===== config.mk =====
export PLATFORM = sky130hd
export DESIGN_NAME = cl_lvds_tx_ctrl
export DESIGN_NICKNAME = d
export VERILOG_FILES = /design/src/rtl/cl_pkg.sv /design/src/rtl/cl_lane_ser.sv /design/src/rtl/cl_lvds_tx_ctrl.sv
export SDC_FILE = /design/constraint.sdc
export NUM_CORES = 1
export LEC_CHECK = 0
export ABC_CLOCK_PERIOD_IN_PS = 4520
export BUFFER_PORTS_ARGS = -buffer_cell sky130_fd_sc_hd__buf_2
export CAP_MARGIN = 20
export CORE_ASPECT_RATIO = 1.5
export CORE_UTILIZATION = 62
export DETAILED_ROUTE_END_ITERATION = 8
export HOLD_SLACK_MARGIN = 0.15
export PLACE_DENSITY_LB_ADDON = 0.1
export RECOVER_POWER = 100
export SLEW_MARGIN = 20
export SYNTH_ARGS = -nofsm -noshare
export SYNTH_HDL_FRONTEND = slang
export SYNTH_SLANG_ARGS = --single-unit

===== constraint.sdc =====
create_clock -name clk -period 4.52 [get_ports clk]
set_clock_uncertainty 0.15 [all_clocks]
set_input_delay 0 -clock clk [delete_from_list [all_inputs] [get_ports clk]]
set_output_delay 0 -clock clk [all_outputs]
set_load 0.02 [all_outputs]

===== src/rtl/cl_pkg.sv =====
`default_nettype none
// ============================================================================
// Module      : cl_pkg
// Description : Shared types and constants for the CameraLink LVDS transmit
//               sequencer: link state encoding, word size and the default
//               clock-lane, training and idle words.
// Revision    : 1.0 - initial release
// ============================================================================
package cl_pkg;

    // Bits carried per lane per pixel-clock period (7:1 serialisation).
    localparam int unsigned CL_BITS_PER_WORD = 7;

    // Default lane words, all sent MSB first.
    localparam logic [CL_BITS_PER_WORD-1:0] CL_CLK_PATTERN   = 7'b1100011;
    localparam logic [CL_BITS_PER_WORD-1:0] CL_TRAIN_PATTERN = 7'b1010101;
    localparam logic [CL_BITS_PER_WORD-1:0] CL_IDLE_WORD     = 7'b0000000;

    // Link sequencer state.
    typedef enum logic [1:0] {
        OFF   = 2'd0,
        TRAIN = 2'd1,
        RUN   = 2'd2
    } cl_state_e;

endpackage : cl_pkg
`default_nettype wire


===== src/rtl/cl_lane_ser.sv =====
`default_nettype none
// ============================================================================
// Module      : cl_lane_ser
// Description : One 7-bit parallel-load, MSB-first shift register feeding a
//               single LVDS lane. Load has priority over shift; shifting
//               back-fills with zero.
// Ports       : clk, rst   - bit clock, asynchronous active-high reset
//               i_load     - capture i_din this cycle
//               i_shift    - advance one bit toward the MSB
//               i_din      - parallel word
//               o_dout     - registered serial bit (MSB of the register)
// Revision    : 1.0 - initial release
// ============================================================================
module cl_lane_ser
    import cl_pkg::*;
(
    input  logic                        clk,
    input  logic                        rst,
    input  logic                        i_load,
    input  logic                        i_shift,
    input  logic [CL_BITS_PER_WORD-1:0] i_din,
    output logic                        o_dout
);

    logic [CL_BITS_PER_WORD-1:0] sreg_q;
    logic [CL_BITS_PER_WORD-1:0] sreg_d;

    always_comb begin
        sreg_d = sreg_q;
        if (i_load) begin
            sreg_d = i_din;
        end else if (i_shift) begin
            sreg_d = {sreg_q[CL_BITS_PER_WORD-2:0], 1'b0};
        end
    end

    always_ff @(posedge clk or posedge rst) begin
        if (rst) begin
            sreg_q <= '0;
        end else begin
            sreg_q <= sreg_d;
        end
    end

    assign o_dout = sreg_q[CL_BITS_PER_WORD-1];

endmodule : cl_lane_ser
`default_nettype wire


===== src/rtl/cl_lvds_tx_ctrl.sv =====
`default_nettype none
// ============================================================================
// Module      : cl_lvds_tx_ctrl
// Description : CameraLink transmit LVDS sequencer. Accepts one 7-bit word per
//               lane through a valid/ready handshake, serialises MSB first,
//               drives the forwarded-clock lane pattern and runs a training
//               phase before (and on request during) normal operation.
// Ports       : clk        - serial bit clock (7x pixel rate)
//               rst        - asynchronous active-high reset
//               en         - link enable
//               train_req  - retraining request, latched while in RUN
//               word_data  - lane k word at [7k+6:7k]
//               word_valid - word_data valid
//               word_ready - word taken this cycle if word_valid is high
//               ser_data   - serial bit per data lane
//               ser_clk    - serial forwarded-clock lane bit
//               trained    - high while in RUN
//               underrun   - pulses on the boundary an idle word is inserted
// Revision    : 1.0 - initial release
// ============================================================================
module cl_lvds_tx_ctrl
    import cl_pkg::*;
#(
    parameter int unsigned                 NUM_LANES     = 4,
    parameter int unsigned                 TRAIN_WORDS   = 64,
    parameter logic [CL_BITS_PER_WORD-1:0] CLK_PATTERN   = CL_CLK_PATTERN,
    parameter logic [CL_BITS_PER_WORD-1:0] TRAIN_PATTERN = CL_TRAIN_PATTERN,
    parameter logic [CL_BITS_PER_WORD-1:0] IDLE_WORD     = CL_IDLE_WORD
) (
    input  logic                                  clk,
    input  logic                                  rst,
    input  logic                                  en,
    input  logic                                  train_req,
    input  logic [CL_BITS_PER_WORD*NUM_LANES-1:0] word_data,
    input  logic                                  word_valid,
    output logic                                  word_ready,
    output logic [NUM_LANES-1:0]                  ser_data,
    output logic                                  ser_clk,
    output logic                                  trained,
    output logic                                  underrun
);

    localparam int unsigned c_word_w     = CL_BITS_PER_WORD * NUM_LANES;
    localparam logic [2:0]  c_last_bit   = 3'(CL_BITS_PER_WORD - 1);
    localparam logic [15:0] c_train_last = 16'(TRAIN_WORDS - 1);

    cl_state_e     state_q, state_d;
    logic [2:0]    bit_cnt_q, bit_cnt_d;
    logic [15:0]   train_cnt_q, train_cnt_d;
    logic          pend_q, pend_d;
    logic          trained_q, trained_d;

    logic                        w_boundary;
    logic                        w_pend_eff;
    logic                        w_load;
    logic                        w_shift;
    logic [c_word_w-1:0]         w_lane_word;
    logic [CL_BITS_PER_WORD-1:0] w_clk_word;
    logic                        w_word_ready;
    logic                        w_underrun;

    // ------------------------------------------------------------------------
    // Next-state, counters and handshake
    // ------------------------------------------------------------------------
    always_comb begin
        state_d      = state_q;
        bit_cnt_d    = bit_cnt_q;
        train_cnt_d  = train_cnt_q;
        w_load       = 1'b0;
        w_shift      = 1'b0;
        w_lane_word  = '0;
        w_clk_word   = CLK_PATTERN;
        w_word_ready = 1'b0;
        w_underrun   = 1'b0;

        w_boundary = (bit_cnt_q == c_last_bit);
        // A request arriving on the boundary cycle itself is serviced at
        // that boundary rather than being held for a further word.
        w_pend_eff = pend_q | ((state_q == RUN) & train_req);
        pend_d     = w_pend_eff;

        case (state_q)
            OFF: begin
                // Keep every lane register cleared while idle so a restart
                // never exposes stale bits.
                bit_cnt_d  = '0;
                pend_d     = 1'b0;
                w_load     = 1'b1;
                w_clk_word = '0;
                if (en) begin
                    state_d     = TRAIN;
                    train_cnt_d = '0;
                    w_lane_word = {NUM_LANES{TRAIN_PATTERN}};
                    w_clk_word  = CLK_PATTERN;
                end
            end

            TRAIN, RUN: begin
                bit_cnt_d = w_boundary ? 3'd0 : bit_cnt_q + 3'd1;
                w_shift   = ~w_boundary;
                if (w_boundary) begin
                    w_load = 1'b1;
                    if (!en) begin
                        state_d    = OFF;
                        pend_d     = 1'b0;
                        w_clk_word = '0;
                    end else if ((state_q == RUN) && w_pend_eff) begin
                        state_d     = TRAIN;
                        pend_d      = 1'b0;
                        train_cnt_d = '0;
                        w_lane_word = {NUM_LANES{TRAIN_PATTERN}};
                    end else if ((state_q == TRAIN) && (train_cnt_q != c_train_last)) begin
                        train_cnt_d = train_cnt_q + 16'd1;
                        w_lane_word = {NUM_LANES{TRAIN_PATTERN}};
                    end else begin
                        // Last training word or a normal RUN boundary:
                        // fetch the next word from the handshake.
                        state_d      = RUN;
                        w_word_ready = 1'b1;
                        if (word_valid) begin
                            w_lane_word = word_data;
                        end else begin
                            w_lane_word = {NUM_LANES{IDLE_WORD}};
                            w_underrun  = 1'b1;
                        end
                    end
                end
            end

            default: begin
                state_d = OFF;
            end
        endcase

        trained_d = (state_d == RUN);
    end

    always_ff @(posedge clk or posedge rst) begin
        if (rst) begin
            state_q     <= OFF;
            bit_cnt_q   <= '0;
            train_cnt_q <= '0;
            pend_q      <= 1'b0;
            trained_q   <= 1'b0;
        end else begin
            state_q     <= state_d;
            bit_cnt_q   <= bit_cnt_d;
            train_cnt_q <= train_cnt_d;
            pend_q      <= pend_d;
            trained_q   <= trained_d;
        end
    end

    // ------------------------------------------------------------------------
    // Lane serialisers: NUM_LANES data lanes plus the forwarded clock lane
    // ------------------------------------------------------------------------
    generate
        for (genvar k = 0; k < NUM_LANES; k++) begin : g_lanes
            cl_lane_ser u_data_ser (
                .clk     (clk),
                .rst     (rst),
                .i_load  (w_load),
                .i_shift (w_shift),
                .i_din   (w_lane_word[CL_BITS_PER_WORD*k +: CL_BITS_PER_WORD]),
                .o_dout  (ser_data[k])
            );
        end
    endgenerate

    cl_lane_ser u_clk_ser (
        .clk     (clk),
        .rst     (rst),
        .i_load  (w_load),
        .i_shift (w_shift),
        .i_din   (w_clk_word),
        .o_dout  (ser_clk)
    );

    assign word_ready = w_word_ready;
    assign underrun   = w_underrun;
    assign trained    = trained_q;

endmodule : cl_lvds_tx_ctrl
`default_nettype wire


==> results_tabular.tex, run 1 <==
\begin{tabular}{lr}
\hline
Metric & Value \\
\hline
\multicolumn{2}{l}{\textbf{Logic synthesis}} \\
\quad Yosys Warn Count & 0 \\
\quad Number of synthesized register bits & 58 \\
\quad Share of flip-flops with an asynchronous set or reset after synthesis & 100\% \\
\quad Mapped Avg Cell Area & between 9 and 10 sq um \\
\quad Number of nets in the synthesized netlist & between 300 and 400 \\
\quad Count of cell types in the netlist & 52 \\
\quad Most used DFF post-synth & dfrtp\_1 \\
\quad Gate Count Post-Synth & about 340 \\
\quad Post-synthesis cell area & between 0.003 and 0.004 sq mm \\
\quad Sequential fraction of the synthesis area & 46.7\% \\
\quad Number of synthesized flops with an enable pin & 0 \\
\multicolumn{2}{l}{\textbf{Clock network}} \\
\quad Number of buffers created by CTS & 9 \\
\quad Root buffer cell & clkbuf\_8 \\
\quad H-tree levels & 3 \\
\quad Clock Path Buffers & 2 \\
\quad Number of gates resized after cts & 0 \\
\quad Latest clock arrival within the worst-skew pair & 0.34 ns \\
\quad Post CTS Setup Buffer Count & 0 \\
\quad Hold-fix buffer count after cts & 32 \\
\quad Register clock-pin slew on the reported worst setup and hold paths & around 0.07 ns \\
\quad Clock sink count & between 50 and 60 \\
\quad TritonCTS clock tree & done \\
\multicolumn{2}{l}{\textbf{Timing}} \\
\quad Hold slack & 0.182 ns \\
\quad Max Clock Freq & between 200 and 300 MHz \\
\quad Number of pins exceeding their max-slew limit in the final report & 20 \\
\quad Transition at the pin with the smallest max-transition slack & 1.89 ns \\
\quad Hold violation total from the final report & 0 \\
\quad Setup TNS & 0 ns \\
\quad Fin crit share & about four fifths \\
\quad RSZ-0062 raised after global routing & no \\
\quad Max-slew headroom at the worst pin & -27.6\% \\
\quad Setup Viol. Count Final & 0 \\
\quad Post-route minimum period & roughly 3.6 ns \\
\multicolumn{2}{l}{\textbf{Critical path}} \\
\quad CP max stage cell & o21ai\_0 \\
\quad CP max FO & 19 \\
\quad Startpoint kind of the worst setup timing path & flop \\
\quad Endpoint of the most critical register-to-register path & train\_cnt\_q[10] \\
\quad Depth of the worst register-to-register path & 5 \\
\quad Endpoint kind of the worst setup timing path & flop \\
\quad Data arrival time of the critical path & roughly 3.7 ns \\
\quad CP max stage delay & 1.44 ns \\
\quad Worst Setup EP & train\_cnt\_q[10] \\
\quad Most numerous cell on the critical path & o21ai\_0 \\
\quad Startpoint of the lowest-slack register-to-register path & train\_cnt\_q[8] \\
\quad Reg-to-reg setup timing slack & 0.94 ns \\
\quad Required time at the worst-slack endpoint & 4.61 ns \\
\quad Startpoint of the most critical setup path & train\_cnt\_q[8] \\
\quad Ordered cell list for the critical path & or4\_4, o41a\_1, o21ai\_0, o21ai\_0, o21ai\_0 \\
\quad Critical setup path kind & reg -> reg \\
\multicolumn{2}{l}{\textbf{Routing}} \\
\quad Number of nets with antenna violations after routing & 0 \\
\quad Routed via count divided by cell count & 6.10 \\
\quad Average wire per cell in the routed design & roughly 16 um \\
\quad DRC & 0 \\
\quad Total length of routed wires & roughly 7.7 mm \\
\quad Starting DRC count in detailed routing & around 220 \\
\quad Via count & 2844 \\
\quad Detailed-router iteration count before antenna repair & 6 \\
\multicolumn{2}{l}{\textbf{Die}} \\
\quad Width of the die & 59.8 um \\
\quad Number of core rows & 31 \\
\quad Starting density of the core & 64.6\% \\
\quad Vertical extent of the die & between 80 and 90 um \\
\quad Std-Cell Core Area & slightly below 0.005 sq mm \\
\quad I/O pin total & approximately 40 \\
\quad Area of the die & roughly 0.0053 sq mm \\
\multicolumn{2}{l}{\textbf{Cells and area}} \\
\quad \# nets final & 434 \\
\quad Most common library cell in the layout ignoring fill and taps & dfrtp\_1 \\
\quad Final antenna diode count & 0 \\
\quad Filler cells & 363 \\
\quad Utilization of the core after routing & just under 80\% \\
\quad Leading cell types in the layout, fill and taps excluded & dfrtp\_1, nand2\_1, o21ai\_0 \\
\quad Fraction of final layout cells sized beyond drive strength 1 & 16.8\% \\
\quad Count of placed standard cells in the final layout, fillers left out & between 400 and 500 \\
\quad Area growth from synthesis to final layout & 20.7\% \\
\multicolumn{2}{l}{\textbf{Power and ir drop}} \\
\quad Proportion of power drawn by combinational gates & about a third \\
\quad Switching fraction of total power & between 30\% and 40\% \\
\quad Net load switching power & roughly 670 uW \\
\quad Peak ir drop on the vdd network & $\sim$0.31 mV \\
\quad Clock share of power & 25.0\% \\
\quad Power per cell area & a little under 500 mW/mm\^{}2 \\
\quad Part of the total power dissipated in sequential elements & between 40\% and 50\% \\
\quad Sum of internal, switching and leakage power & between 1500 and 2000 uW \\
\quad Internal power summed over all cells & 1150 uW \\
\quad Static power due to leakage & between 0.0015 and 0.002 uW \\
\multicolumn{2}{l}{\textbf{Worst hold path}} \\
\quad Class of the tightest hold or removal check & in -> out \\
\multicolumn{2}{l}{\textbf{Place}} \\
\quad Weighted congestion at the end of routability-driven global placement & between 0.8 and 0.9 \\
\quad Post-detail-place hpwl & approximately 4.8 mm \\
\quad PortBufs & 40 \\
\quad Placed Cells & $\sim$420 \\
\multicolumn{2}{l}{\textbf{GRT}} \\
\quad Maximum number of pins on one net before global-route repair & just under 80 \\
\quad Gr usage total & between 30\% and 40\% \\
\quad Global route overflow & 0 \\
\quad First-pass GRT wire length & 12.4 mm \\
\quad Initial antenna violation count & 0 \\
\quad Vias in the first global route & approximately 2700 \\
\multicolumn{2}{l}{\textbf{Outcome}} \\
\quad Violated checks & max-capacitance violations, max-slew violations \\
\quad Run status & finished with violations \\
\multicolumn{2}{l}{\textbf{Flow run}} \\
\quad Max-cap viol count & 1 \\
\hline
\end{tabular}
-- synthesized netlist by cell type (4+ instances only) --
| master | number | area share [%] |
|---|---|---|
| a21oi_1 | 9 | 1.4 |
| a221o_1 | 6 | 1.9 |
| a221o_2 | 10 | 3.6 |
| a222oi_1 | 8 | 2.6 |
| a22oi_1 | 4 | 0.97 |
| and2_1 | 8 | 1.6 |
| buf_4 | 4 | 0.97 |
| clkbuf_1 | 16 | 1.9 |
| dfrtp_1 | 58 | 47 |
| ha_1 | 5 | 2.0 |
| inv_1 | 15 | 1.8 |
| nand2_1 | 52 | 6.3 |
| nand3_1 | 6 | 0.97 |
| nand4_1 | 5 | 1.0 |
| nor2_1 | 33 | 4.0 |
| nor4_1 | 5 | 1.0 |
| o211ai_1 | 4 | 0.97 |
| o21ai_0 | 33 | 5.3 |
| o31ai_1 | 5 | 1.2 |
-- power groups by stage --
stage / clock network (uW) / registers (uW) / logic [uW]
final: 453 / 739 / 623
after global routing: 481 / 755 / 689
after CTS: 458 / 736 / 648
after detailed placement: 0 / 743 / 626
after global placement: 0 / 738 / 609
after floorplan: 0 / 724 / 506
-- state kept, by name (all words and copies together), names as in the netlist --
signal,flops
bit_cnt_q,3
g_lanes.u_data_ser.sreg_q,28
pend_q,1
state_q,2
train_cnt_q,16
trained,1
u_clk_ser.sreg_q,7
-- per-layer routing --
| layer | part of all wire (%) | up-vias | track usage, % |
|---|---|---|---|
| li1 | - | 1339 | - |
| met3 | 3.3 | 26 | 6.14 |
| met5 | 0 | - | 0 |
| met2 | 56 | 82 | 57.9 |
| met4 | 3.2 | 0 | 16.9 |
| met1 | 37 | 1397 | 34.6 |
-- critical path, delay by kind of cell (launching register included) --
family,cells,cell delay (ns)
flip-flops,1,0.46
AO/OA/AOI/OAI,4,2.31
AND/OR/NAND/NOR,1,0.56
-- logic make-up after synthesis --
| kind of cell | Yosys count | share of synthesized area, % |
|---|---|---|
| AO/OA/AOI/OAI | 98 | 24.1 |
| adder cells (fa/ha/maj) | 5 | 2.01 |
| AND/OR/NAND/NOR | 134 | 21.3 |
| buffers and inverters | 40 | 5.83 |
| flip-flops | 58 | 46.7 |
-- worst min-delay path by stage --
stage	to	depth (start not counted)	startpoint	slack [ns]
3_5_place_dp	g_lanes[2].u_data_ser.sreg_q[1]	2	word_data[15]	0.08
2_1_floorplan	underrun	1	word_valid	-0.07
5_1_grt	underrun	3	word_valid	0.20
6_report	underrun	3	word_valid	0.18
3_3_place_gp	g_lanes[1].u_data_ser.sreg_q[1]	2	word_data[8]	0.08
4_1_cts	underrun	3	word_valid	0.16
-- through the flow --
step	cell area, sq um	worst slack [ns]
3_3_place_gp	3290	1.75
6_report	3750	0.935
3_5_place_dp	3290	1.64
4_1_cts	3800	1.62
2_1_floorplan	3110	2.18
5_1_grt	3750	0.731
-- layout make-up --
class                           count  area [sq um]  area share (%)
Inverter                           15          56.3            1.50
Clock buffer                       13           179            4.77
Clock inverter                      2          10.0           0.267
Tap cell                           66          82.6            2.20
Multi-Input combinational cell    237          1440            38.5
Sequential cell                    58          1450            38.7
Timing Repair Buffer               75           529            14.1
Power figures use the tool's default switching activity.
==> inputs of run 2 (changes only) <==
--- a/config.mk
+++ b/config.mk
@@ -5,11 +5,12 @@
 export SDC_FILE = /design/constraint.sdc
 export NUM_CORES = 1
 export LEC_CHECK = 0
-export ABC_CLOCK_PERIOD_IN_PS = 4520
+export ABC_AREA = 1
+export ABC_CLOCK_PERIOD_IN_PS = 3100
 export BUFFER_PORTS_ARGS = -buffer_cell sky130_fd_sc_hd__buf_2
 export CAP_MARGIN = 20
 export CORE_ASPECT_RATIO = 1.5
-export CORE_UTILIZATION = 62
+export CORE_UTILIZATION = 53
 export DETAILED_ROUTE_END_ITERATION = 8
 export HOLD_SLACK_MARGIN = 0.15
 export PLACE_DENSITY_LB_ADDON = 0.1
==> constraint.sdc (replaced) <==
create_clock -name clk -period 3.1 [get_ports clk]
set_clock_uncertainty 0.15 [all_clocks]
set_input_delay 0 -clock clk [delete_from_list [all_inputs] [get_ports clk]]
set_output_delay 0 -clock clk [all_outputs]
set_load 0.02 [all_outputs]
==> results_tabular.tex, run 2 <==
\begin{tabular}{lr}
\hline
Metric & Value \\
\hline
\multicolumn{2}{l}{\textbf{Outcome}} \\
\quad Run status & finished, final reports clean (was finished with violations) \\
\multicolumn{2}{l}{\textbf{Cells and area}} \\
\quad Filler cells & 539 (was 363) \\
\quad Combined area of the multi-input logic cells & 0.00163 sq mm (was 0.00144 sq mm) \\
\quad \# nets final & 592 (was 434) \\
\quad Largest registers & g\_lanes.u\_data\_ser.sreg\_q (28), train\_cnt\_q (16), u\_clk\_ser.sreg\_q (7) (unchanged) \\
\quad Most common library cell in the layout ignoring fill and taps & nand2\_1 (was dfrtp\_1) \\
\quad Max FFs per register & 28 (unchanged) \\
\quad Fraction of final layout cells sized beyond drive strength 1 & 12.7\% (was 16.8\%) \\
\quad Leading cell types in the layout, fill and taps excluded & nand2\_1, nor2\_1, nand3\_1 (was dfrtp\_1, nand2\_1, o21ai\_0) \\
\quad Area growth from synthesis to final layout & 26.1\% (was 20.7\%) \\
\quad Final antenna diode count & 0 (unchanged) \\
\quad Area taken by flip-flops and latches & 0.00145 sq mm (unchanged) \\
\quad Final instance area & 0.00433 sq mm (was 0.00375 sq mm) \\
\quad Largest register by flop count & g\_lanes.u\_data\_ser.sreg\_q (unchanged) \\
\multicolumn{2}{l}{\textbf{Die}} \\
\quad Area of the die & 0.00682 sq mm (was 0.00531 sq mm) \\
\quad I/O pin total & 41 (unchanged) \\
\quad Starting density of the core & 55.3\% (was 64.6\%) \\
\quad Std-Cell Core Area & 0.00622 sq mm (was 0.00481 sq mm) \\
\quad Number of core rows & 35 (was 31) \\
\quad Width of the die & 67.7 um (was 59.8 um) \\
\quad Vertical extent of the die & 101 um (was 88.7 um) \\
\multicolumn{2}{l}{\textbf{Timing}} \\
\quad Setup Viol. Count Final & 0 (unchanged) \\
\quad Max-slew headroom at the worst pin & 31.3\% (was -27.6\%) \\
\quad RSZ-0062 raised after global routing & no (unchanged) \\
\quad Setup TNS & 0 ns (unchanged) \\
\quad Number of pins exceeding their max-slew limit in the final report & 0 (was 20) \\
\quad Hold violation total from the final report & 0 (unchanged) \\
\quad Fin crit share & 93.0\% (was 79.3\%) \\
\quad Max Clock Freq & 347 MHz (was 279 MHz) \\
\quad Post-route minimum period & 2.88 ns (was 3.58 ns) \\
\quad Transition at the pin with the smallest max-transition slack & 1.03 ns (was 1.89 ns) \\
\multicolumn{2}{l}{\textbf{Critical path}} \\
\quad Endpoint of the most critical register-to-register path & g\_lanes[1].u\_data\_ser.sreg\_q[5] (was train\_cnt\_q[10]) \\
\quad Depth of the worst register-to-register path & 9 (was 5) \\
\quad CP max FO & 12 (was 19) \\
\quad Ordered cell list for the critical path & inv\_1, ha\_1, nand3\_2, nor2\_1, nand2\_2, nor2\_4, nand2\_1, dlygate4sd3\_1, o211ai\_2 (was or4\_4, o41a\_1, o21ai\_0, o21ai\_0, o21ai\_0) \\
\quad Startpoint of the lowest-slack register-to-register path & state\_q[0] (was train\_cnt\_q[8]) \\
\quad Reg-to-reg setup timing slack & 0.22 ns (was 0.94 ns) \\
\quad CP max stage delay & 0.61 ns (was 1.44 ns) \\
\quad CP max stage cell & dlygate4sd3\_1 (was o21ai\_0) \\
\quad Required time at the worst-slack endpoint & 3.20 ns (was 4.61 ns) \\
\quad Endpoint kind of the worst setup timing path & flop (unchanged) \\
\quad Critical setup path kind & reg -> reg (unchanged) \\
\quad Data arrival time of the critical path & 2.98 ns (was 3.68 ns) \\
\quad Startpoint kind of the worst setup timing path & flop (unchanged) \\
\multicolumn{2}{l}{\textbf{Routing}} \\
\quad Total length of routed wires & 8.99 mm (was 7.67 mm) \\
\quad Via count & 3392 (was 2844) \\
\quad Average wire per cell in the routed design & 14.2 um (was 16.5 um) \\
\quad DRC & 0 (unchanged) \\
\quad Routed via count divided by cell count & 5.36 (was 6.10) \\
\quad Starting DRC count in detailed routing & 213 (was 219) \\
\quad Detailed-router iteration count before antenna repair & 4 (was 6) \\
\quad Number of nets with antenna violations after routing & 0 (unchanged) \\
\multicolumn{2}{l}{\textbf{GRT}} \\
\quad First-pass GRT wire length & 14.7 mm (was 12.4 mm) \\
\quad Vias in the first global route & 3381 (was 2733) \\
\quad Initial antenna violation count & 0 (unchanged) \\
\quad Maximum number of pins on one net before global-route repair & 34 (was 79) \\
\quad Gr usage total & 29.4\% (was 32.1\%) \\
\quad Global route overflow & 0 (unchanged) \\
\multicolumn{2}{l}{\textbf{Worst hold path}} \\
\quad Hold path depth & 7 (was 3) \\
\quad Class of the tightest hold or removal check & in -> reg (was in -> out) \\
\quad Hold path startpoint & word\_valid (unchanged) \\
\quad Worst min-delay path endpoint & g\_lanes[2].u\_data\_ser.sreg\_q[2] (was underrun) \\
\multicolumn{2}{l}{\textbf{Clock network}} \\
\quad Root buffer cell & clkbuf\_8 (unchanged) \\
\quad H-tree levels & 3 (unchanged) \\
\quad TritonCTS clock tree & done (unchanged) \\
\quad Clock Path Buffers & 2 (unchanged) \\
\quad Register clock-pin slew on the reported worst setup and hold paths & 0.07 ns (about the same) \\
\quad Number of gates resized after cts & 0 (unchanged) \\
\quad Post CTS Setup Buffer Count & 0 (unchanged) \\
\quad Latest clock arrival within the worst-skew pair & 0.33 ns (was 0.34 ns) \\
\quad Hold-fix buffer count after cts & 52 (was 32) \\
\quad Number of buffers created by CTS & 9 (unchanged) \\
\quad Clock sink count & 58 (unchanged) \\
\multicolumn{2}{l}{\textbf{Logic synthesis}} \\
\quad Largest area contributor in the netlist & dfrtp\_1 (unchanged) \\
\quad Mapped Avg Cell Area & 7.37 sq um (was 9.28 sq um) \\
\quad Count of cell types in the netlist & 37 (was 52) \\
\quad Post-synthesis cell area & 0.00344 sq mm (was 0.00311 sq mm) \\
\quad Ranking of synthesized cells by area & dfrtp\_1, nand2\_1, nand3\_1 (was dfrtp\_1, nand2\_1, o21ai\_0) \\
\quad Cell with the most instances after synthesis & nand2\_1 (was dfrtp\_1) \\
\quad Share of flip-flops with an asynchronous set or reset after synthesis & 100\% (unchanged) \\
\quad Top cell type's share of synthesized area & 42.2\% (was 46.7\%) \\
\quad Gate Count Post-Synth & 466 (was 335) \\
\quad Number of nets in the synthesized netlist & 504 (was 373) \\
\quad Most used DFF post-synth & dfrtp\_1 (unchanged) \\
\quad Number of synthesized flops with an enable pin & 0 (unchanged) \\
\quad Sequential fraction of the synthesis area & 42.2\% (was 46.7\%) \\
\quad Top post-synthesis cells by count & nand2\_1, nand3\_1, nor2\_1 (was dfrtp\_1, nand2\_1, nor2\_1, o21ai\_0, clkbuf\_1) \\
\quad Yosys Warn Count & 0 (unchanged) \\
\quad Number of synthesized register bits & 58 (unchanged) \\
\multicolumn{2}{l}{\textbf{Place}} \\
\quad Placed cell areas & 0.00364 sq mm (was 0.00329 sq mm) \\
\quad PortBufs & 40 (unchanged) \\
\quad Post-detail-place hpwl & 5.92 mm (was 4.85 mm) \\
\quad Weighted congestion at the end of routability-driven global placement & 0.878 (was 0.900) \\
\multicolumn{2}{l}{\textbf{Flow run}} \\
\quad Max-cap viol count & 0 (was 1) \\
\multicolumn{2}{l}{\textbf{Power and ir drop}} \\
\quad Power per cell area & 684 mW/mm\^{}2 (was 484 mW/mm\^{}2) \\
\quad Static power due to leakage & 0.00208 uW (was 0.00168 uW) \\
\quad Peak ir drop on the vdd network & 0.557 mV (was 0.310 mV) \\
\hline
\end{tabular}
[run 2: power by group]
part / total, uW / switching (uW) / internal [uW]
sequential: 1090 / 121 / 971
clock: 835 / 305 / 530
combinational: 1040 / 702 / 335
[run 2: layer usage]
metal  up-vias  global-route usage (%)  wire length (um)
met5         -                       0                 0
met1      1603                    30.3              3420
met3        24                    5.09               324
li1       1676                       -                 -
met2        89                    53.6              4950
met4         0                    16.0               299
[run 2: how the worst max path moves through the flow]
stage	startpoint	to	depth (start not counted)
6_report	state_q[0]	g_lanes[1].u_data_ser.sreg_q[5]	9
5_1_grt	state_q[0]	train_cnt_q[12]	8
3_3_place_gp	state_q[0]	g_lanes[1].u_data_ser.sreg_q[2]	8
2_1_floorplan	state_q[0]	train_cnt_q[6]	10
4_1_cts	state_q[0]	g_lanes[2].u_data_ser.sreg_q[1]	9
3_5_place_dp	state_q[0]	g_lanes[0].u_data_ser.sreg_q[2]	8
[run 2: critical path: cells and delay by family, from the launching register on]
family | cells | cell delay, ns
compound gates | 1 | 0.07
fa+ha+maj | 1 | 0.50
buf+inv | 2 | 0.70
flops | 1 | 0.39
simple gates | 5 | 0.99
[run 2: metrics by stage]
stage	setup slack (ns)	util [%]	instances	total power [uW]	hold WS [ns]
after CTS	0.289	70.6	633	3010	0.170
after global placement	0.880	58.5	565	2120	-0.0563
after detailed placement	0.809	58.5	565	2130	-0.0578
after global routing	0.0302	69.7	633	3170	0.240
final	0.218	69.7	633	2960	0.191
after floorplan	1.20	-	466	1930	-0.0221
[run 2: area by class of cell]
type | instances | area share, %
Tap cell | 74 | 2.14
Clock inverter | 6 | 2.42
Timing Repair Buffer | 96 | 17.1
Clock buffer | 10 | 2.94
Sequential cell | 58 | 33.5
Multi-Input combinational cell | 340 | 37.7
Inverter | 49 | 4.24
[run 2: cell families after synthesis]
logic type	Yosys count	share of synthesized area, %
xor gates and xnor gates	3	0.765
adders and majority gates	5	1.82
AOI/OAI and AO/OA	41	8.78
buffers and inverters	68	8.89
and+or+nand+nor	291	37.5
DFF	58	42.2
==> inputs of run 3 (changes only) <==
--- a/config.mk
+++ b/config.mk
@@ -10,11 +10,13 @@
 export BUFFER_PORTS_ARGS = -buffer_cell sky130_fd_sc_hd__buf_2
 export CAP_MARGIN = 20
 export CORE_ASPECT_RATIO = 1.5
-export CORE_UTILIZATION = 53
+export CORE_UTILIZATION = 55
+export CTS_BUF_LIST = sky130_fd_sc_hd__clkbuf_8
 export DETAILED_ROUTE_END_ITERATION = 8
 export HOLD_SLACK_MARGIN = 0.15
 export PLACE_DENSITY_LB_ADDON = 0.1
 export RECOVER_POWER = 100
+export REMOVE_ABC_BUFFERS = 1
 export SLEW_MARGIN = 20
 export SYNTH_ARGS = -nofsm -noshare
 export SYNTH_HDL_FRONTEND = slang
==> results_tabular.tex, run 3 (synthesized netlist as in run 2, its figures left out) <==
\begin{tabular}{lr}
\hline
Metric & Value \\
\hline
\multicolumn{2}{l}{\textbf{Outcome}} \\
\quad Run status & finished with violations (was finished, final reports clean) \\
\quad Violated checks & max-capacitance violations, max-slew violations \\
\multicolumn{2}{l}{\textbf{Cells and area}} \\
\quad Fraction of final layout cells sized beyond drive strength 1 & 12.8\% (was 12.7\%) \\
\quad Area growth from synthesis to final layout & 25.6\% (was 26.1\%) \\
\quad Most common library cell in the layout ignoring fill and taps & nand2\_1 (unchanged) \\
\quad Max FFs per register & 28 (unchanged) \\
\quad Largest register by flop count & g\_lanes.u\_data\_ser.sreg\_q (unchanged) \\
\quad Largest registers & g\_lanes.u\_data\_ser.sreg\_q (28), train\_cnt\_q (16), u\_clk\_ser.sreg\_q (7) (unchanged) \\
\quad Final antenna diode count & 0 (unchanged) \\
\quad \# nets final & 594 (was 592) \\
\quad Leading cell types in the layout, fill and taps excluded & nand2\_1, nor2\_1, nand3\_1 (unchanged) \\
\quad Count of placed standard cells in the final layout, fillers left out & 633 (unchanged) \\
\multicolumn{2}{l}{\textbf{Timing}} \\
\quad Max Clock Freq & 348 MHz (was 347 MHz) \\
\quad Number of pins exceeding their max-slew limit in the final report & 45 (was 0) \\
\quad RSZ-0062 raised after global routing & no (unchanged) \\
\quad Hold violation total from the final report & 0 (unchanged) \\
\quad Setup TNS & 0 ns (unchanged) \\
\quad Setup Viol. Count Final & 0 (unchanged) \\
\quad Post-route minimum period & 2.87 ns (was 2.88 ns) \\
\quad Fin crit share & 92.6\% (was 93.0\%) \\
\quad Max-slew headroom at the worst pin & -15.2\% (was 31.3\%) \\
\quad Transition at the pin with the smallest max-transition slack & 1.73 ns (was 1.03 ns) \\
\multicolumn{2}{l}{\textbf{Power and ir drop}} \\
\quad Switching fraction of total power & 40.6\% (was 38.1\%) \\
\quad Internal power summed over all cells & 1710 uW (was 1840 uW) \\
\quad Net load switching power & 1170 uW (was 1130 uW) \\
\quad Static power due to leakage & 0.00205 uW (was 0.00208 uW) \\
\quad Proportion of power drawn by combinational gates & 37.0\% (was 35.0\%) \\
\quad Power per cell area & 666 mW/mm\^{}2 (was 684 mW/mm\^{}2) \\
\quad Part of the total power dissipated in sequential elements & 38.3\% (was 36.8\%) \\
\quad Peak ir drop on the vdd network & 0.442 mV (was 0.557 mV) \\
\quad Clock share of power & 24.7\% (was 28.2\%) \\
\multicolumn{2}{l}{\textbf{Routing}} \\
\quad Number of nets with antenna violations after routing & 0 (unchanged) \\
\quad Starting DRC count in detailed routing & 234 (was 213) \\
\quad Total length of routed wires & 9.38 mm (was 8.99 mm) \\
\quad Average wire per cell in the routed design & 14.8 um (was 14.2 um) \\
\quad Detailed-router iteration count before antenna repair & 5 (was 4) \\
\quad DRC & 0 (unchanged) \\
\quad Routed via count divided by cell count & 5.44 (was 5.36) \\
\quad Via count & 3442 (was 3392) \\
\multicolumn{2}{l}{\textbf{Critical path}} \\
\quad Startpoint kind of the worst setup timing path & flop (unchanged) \\
\quad Required time at the worst-slack endpoint & 3.18 ns (was 3.20 ns) \\
\quad Data arrival time of the critical path & 2.95 ns (was 2.98 ns) \\
\quad Startpoint of the lowest-slack register-to-register path & state\_q[1] (was state\_q[0]) \\
\quad CP max stage delay & 0.57 ns (was 0.61 ns) \\
\quad CP max FO & 12 (unchanged) \\
\quad Critical setup path kind & reg -> reg (unchanged) \\
\quad Endpoint kind of the worst setup timing path & flop (unchanged) \\
\quad Endpoint of the most critical register-to-register path & g\_lanes[2].u\_data\_ser.sreg\_q[5] (was g\_lanes[1].u\_data\_ser.sreg\_q[5]) \\
\quad CP max stage cell & dlygate4sd3\_1 (unchanged) \\
\quad Reg-to-reg setup timing slack & 0.23 ns (was 0.22 ns) \\
\quad Depth of the worst register-to-register path & 9 (unchanged) \\
\quad Ordered cell list for the critical path & inv\_1, ha\_2, nand3\_2, nor2\_1, nand2\_2, nor2\_4, nand2\_1, dlygate4sd3\_1, o211ai\_1 (was inv\_1, ha\_1, nand3\_2, nor2\_1, nand2\_2, nor2\_4, nand2\_1, dlygate4sd3\_1, o211ai\_2) \\
\multicolumn{2}{l}{\textbf{Clock network}} \\
\quad H-tree levels & 3 (unchanged) \\
\quad Clock Path Buffers & 2 (unchanged) \\
\quad Number of buffers created by CTS & 9 (unchanged) \\
\quad Post CTS Setup Buffer Count & 0 (unchanged) \\
\quad Register clock-pin slew on the reported worst setup and hold paths & 0.07 ns (about the same) \\
\quad Clock sink count & 58 (unchanged) \\
\quad Latest clock arrival within the worst-skew pair & 0.34 ns (was 0.33 ns) \\
\quad Root buffer cell & clkbuf\_8 (unchanged) \\
\quad TritonCTS clock tree & done (unchanged) \\
\multicolumn{2}{l}{\textbf{GRT}} \\
\quad Gr usage total & 32.7\% (was 29.4\%) \\
\quad First-pass GRT wire length & 16.1 mm (was 14.7 mm) \\
\quad Vias in the first global route & 3597 (was 3381) \\
\quad Initial antenna violation count & 0 (unchanged) \\
\quad Global route overflow & 0 (unchanged) \\
\quad Most congested layer reported by global routing & met2 (unchanged) \\
\quad Met3 global-route usage & 3.70\% (was 5.09\%) \\
\quad Maximum number of pins on one net before global-route repair & 45 (was 34) \\
\quad Met1 Resource Use GR & 35.9\% (was 30.3\%) \\
\quad GR Util met2 & 58.1\% (was 53.6\%) \\
\multicolumn{2}{l}{\textbf{Place}} \\
\quad Weighted congestion at the end of routability-driven global placement & 0.858 (was 0.878) \\
\quad Post-detail-place hpwl & 5.92 mm (about the same) \\
\quad Placed Cells & 565 (unchanged) \\
\quad PortBufs & 40 (unchanged) \\
\multicolumn{2}{l}{\textbf{Die}} \\
\quad Width of the die & 66.5 um (was 67.7 um) \\
\quad Starting density of the core & 58.1\% (was 55.3\%) \\
\quad Number of core rows & 34 (was 35) \\
\quad I/O pin total & 41 (unchanged) \\
\quad Area of the die & 0.00657 sq mm (was 0.00682 sq mm) \\
\quad Std-Cell Core Area & 0.00591 sq mm (was 0.00622 sq mm) \\
\quad Vertical extent of the die & 98.8 um (was 101 um) \\
\multicolumn{2}{l}{\textbf{Worst hold path}} \\
\quad Worst min-delay path endpoint & g\_lanes[3].u\_data\_ser.sreg\_q[4] (was g\_lanes[2].u\_data\_ser.sreg\_q[2]) \\
\quad Class of the tightest hold or removal check & in -> reg (unchanged) \\
\quad Hold path depth & 5 (was 7) \\
\quad Hold path startpoint & word\_valid (unchanged) \\
\multicolumn{2}{l}{\textbf{Flow run}} \\
\quad Max-cap viol count & 1 (was 0) \\
\hline
\end{tabular}
run 3: final cells by class:
class / count / area (sq um)
clock buffers: 10 / 138
repair buffers: 98 / 747
flip-flops and latches: 58 / 1450
clock inverters: 6 / 66.3
multi-input cells: 340 / 1640
inverters: 49 / 184
fillers: 481 / 1600
well taps: 72 / 90.1
run 3: worst max-delay path: cells and delay by family, from the launching register on:
family                     cells  cell delay, ns
AOI/OAI and AO/OA              1            0.12
and+or+nand+nor                5            0.98
DFF                            1            0.38
buffers and inverters          2            0.66
adders and majority gates      1            0.46
run 3: worst max path at each step:
stage / from / to / cells past startpoint
global placement: state_q[0] / g_lanes[0].u_data_ser.sreg_q[1] / 8
floorplan: state_q[0] / g_lanes[0].u_data_ser.sreg_q[0] / 8
CTS: state_q[0] / g_lanes[0].u_data_ser.sreg_q[3] / 9
finish: state_q[1] / g_lanes[2].u_data_ser.sreg_q[5] / 9
detailed placement: state_q[1] / g_lanes[0].u_data_ser.sreg_q[3] / 8
global route: state_q[1] / g_lanes[2].u_data_ser.sreg_q[5] / 9
run 3: power groups by stage:
| stage | clock (uW) | combinational [uW] | sequential (uW) |
|---|---|---|---|
| 2_1_floorplan | 0 | 717 | 1110 |
| 3_3_place_gp | 0 | 1010 | 1100 |
| 3_5_place_dp | 0 | 1030 | 1100 |
| 4_1_cts | 721 | 1070 | 1090 |
| 5_1_grt | 748 | 1190 | 1120 |
| 6_report | 709 | 1060 | 1100 |
run 3: per-layer routing:
layer  wire length (um)  vias up
met5                  0        -
met4                371        0
met3                361       31
met2               5070      135
met1               3580     1602
li1                   -     1674
run 3: timing repair:
action                                  CTS  global route
endpoints found under the setup margin    0             3
gates resized for setup                   0             1
endpoints found under the hold margin    91             0
hold buffers                             52             0
run 3: stage by stage:
stage | util, % | setup slack (ns) | area [sq um] | hold WS, ns | total power, uW
global placement | 61.7 | 0.870 | 3650 | 0.0628 | 2100
floorplan | - | 0.219 | 3310 | -0.0702 | 1830
global route | 73.0 | 0.0499 | 4320 | 0.267 | 3060
detailed placement | 61.7 | 0.819 | 3650 | 0.0652 | 2140
CTS | 74.0 | 0.252 | 4370 | 0.190 | 2890
finish | 73.0 | 0.228 | 4320 | 0.208 | 2870
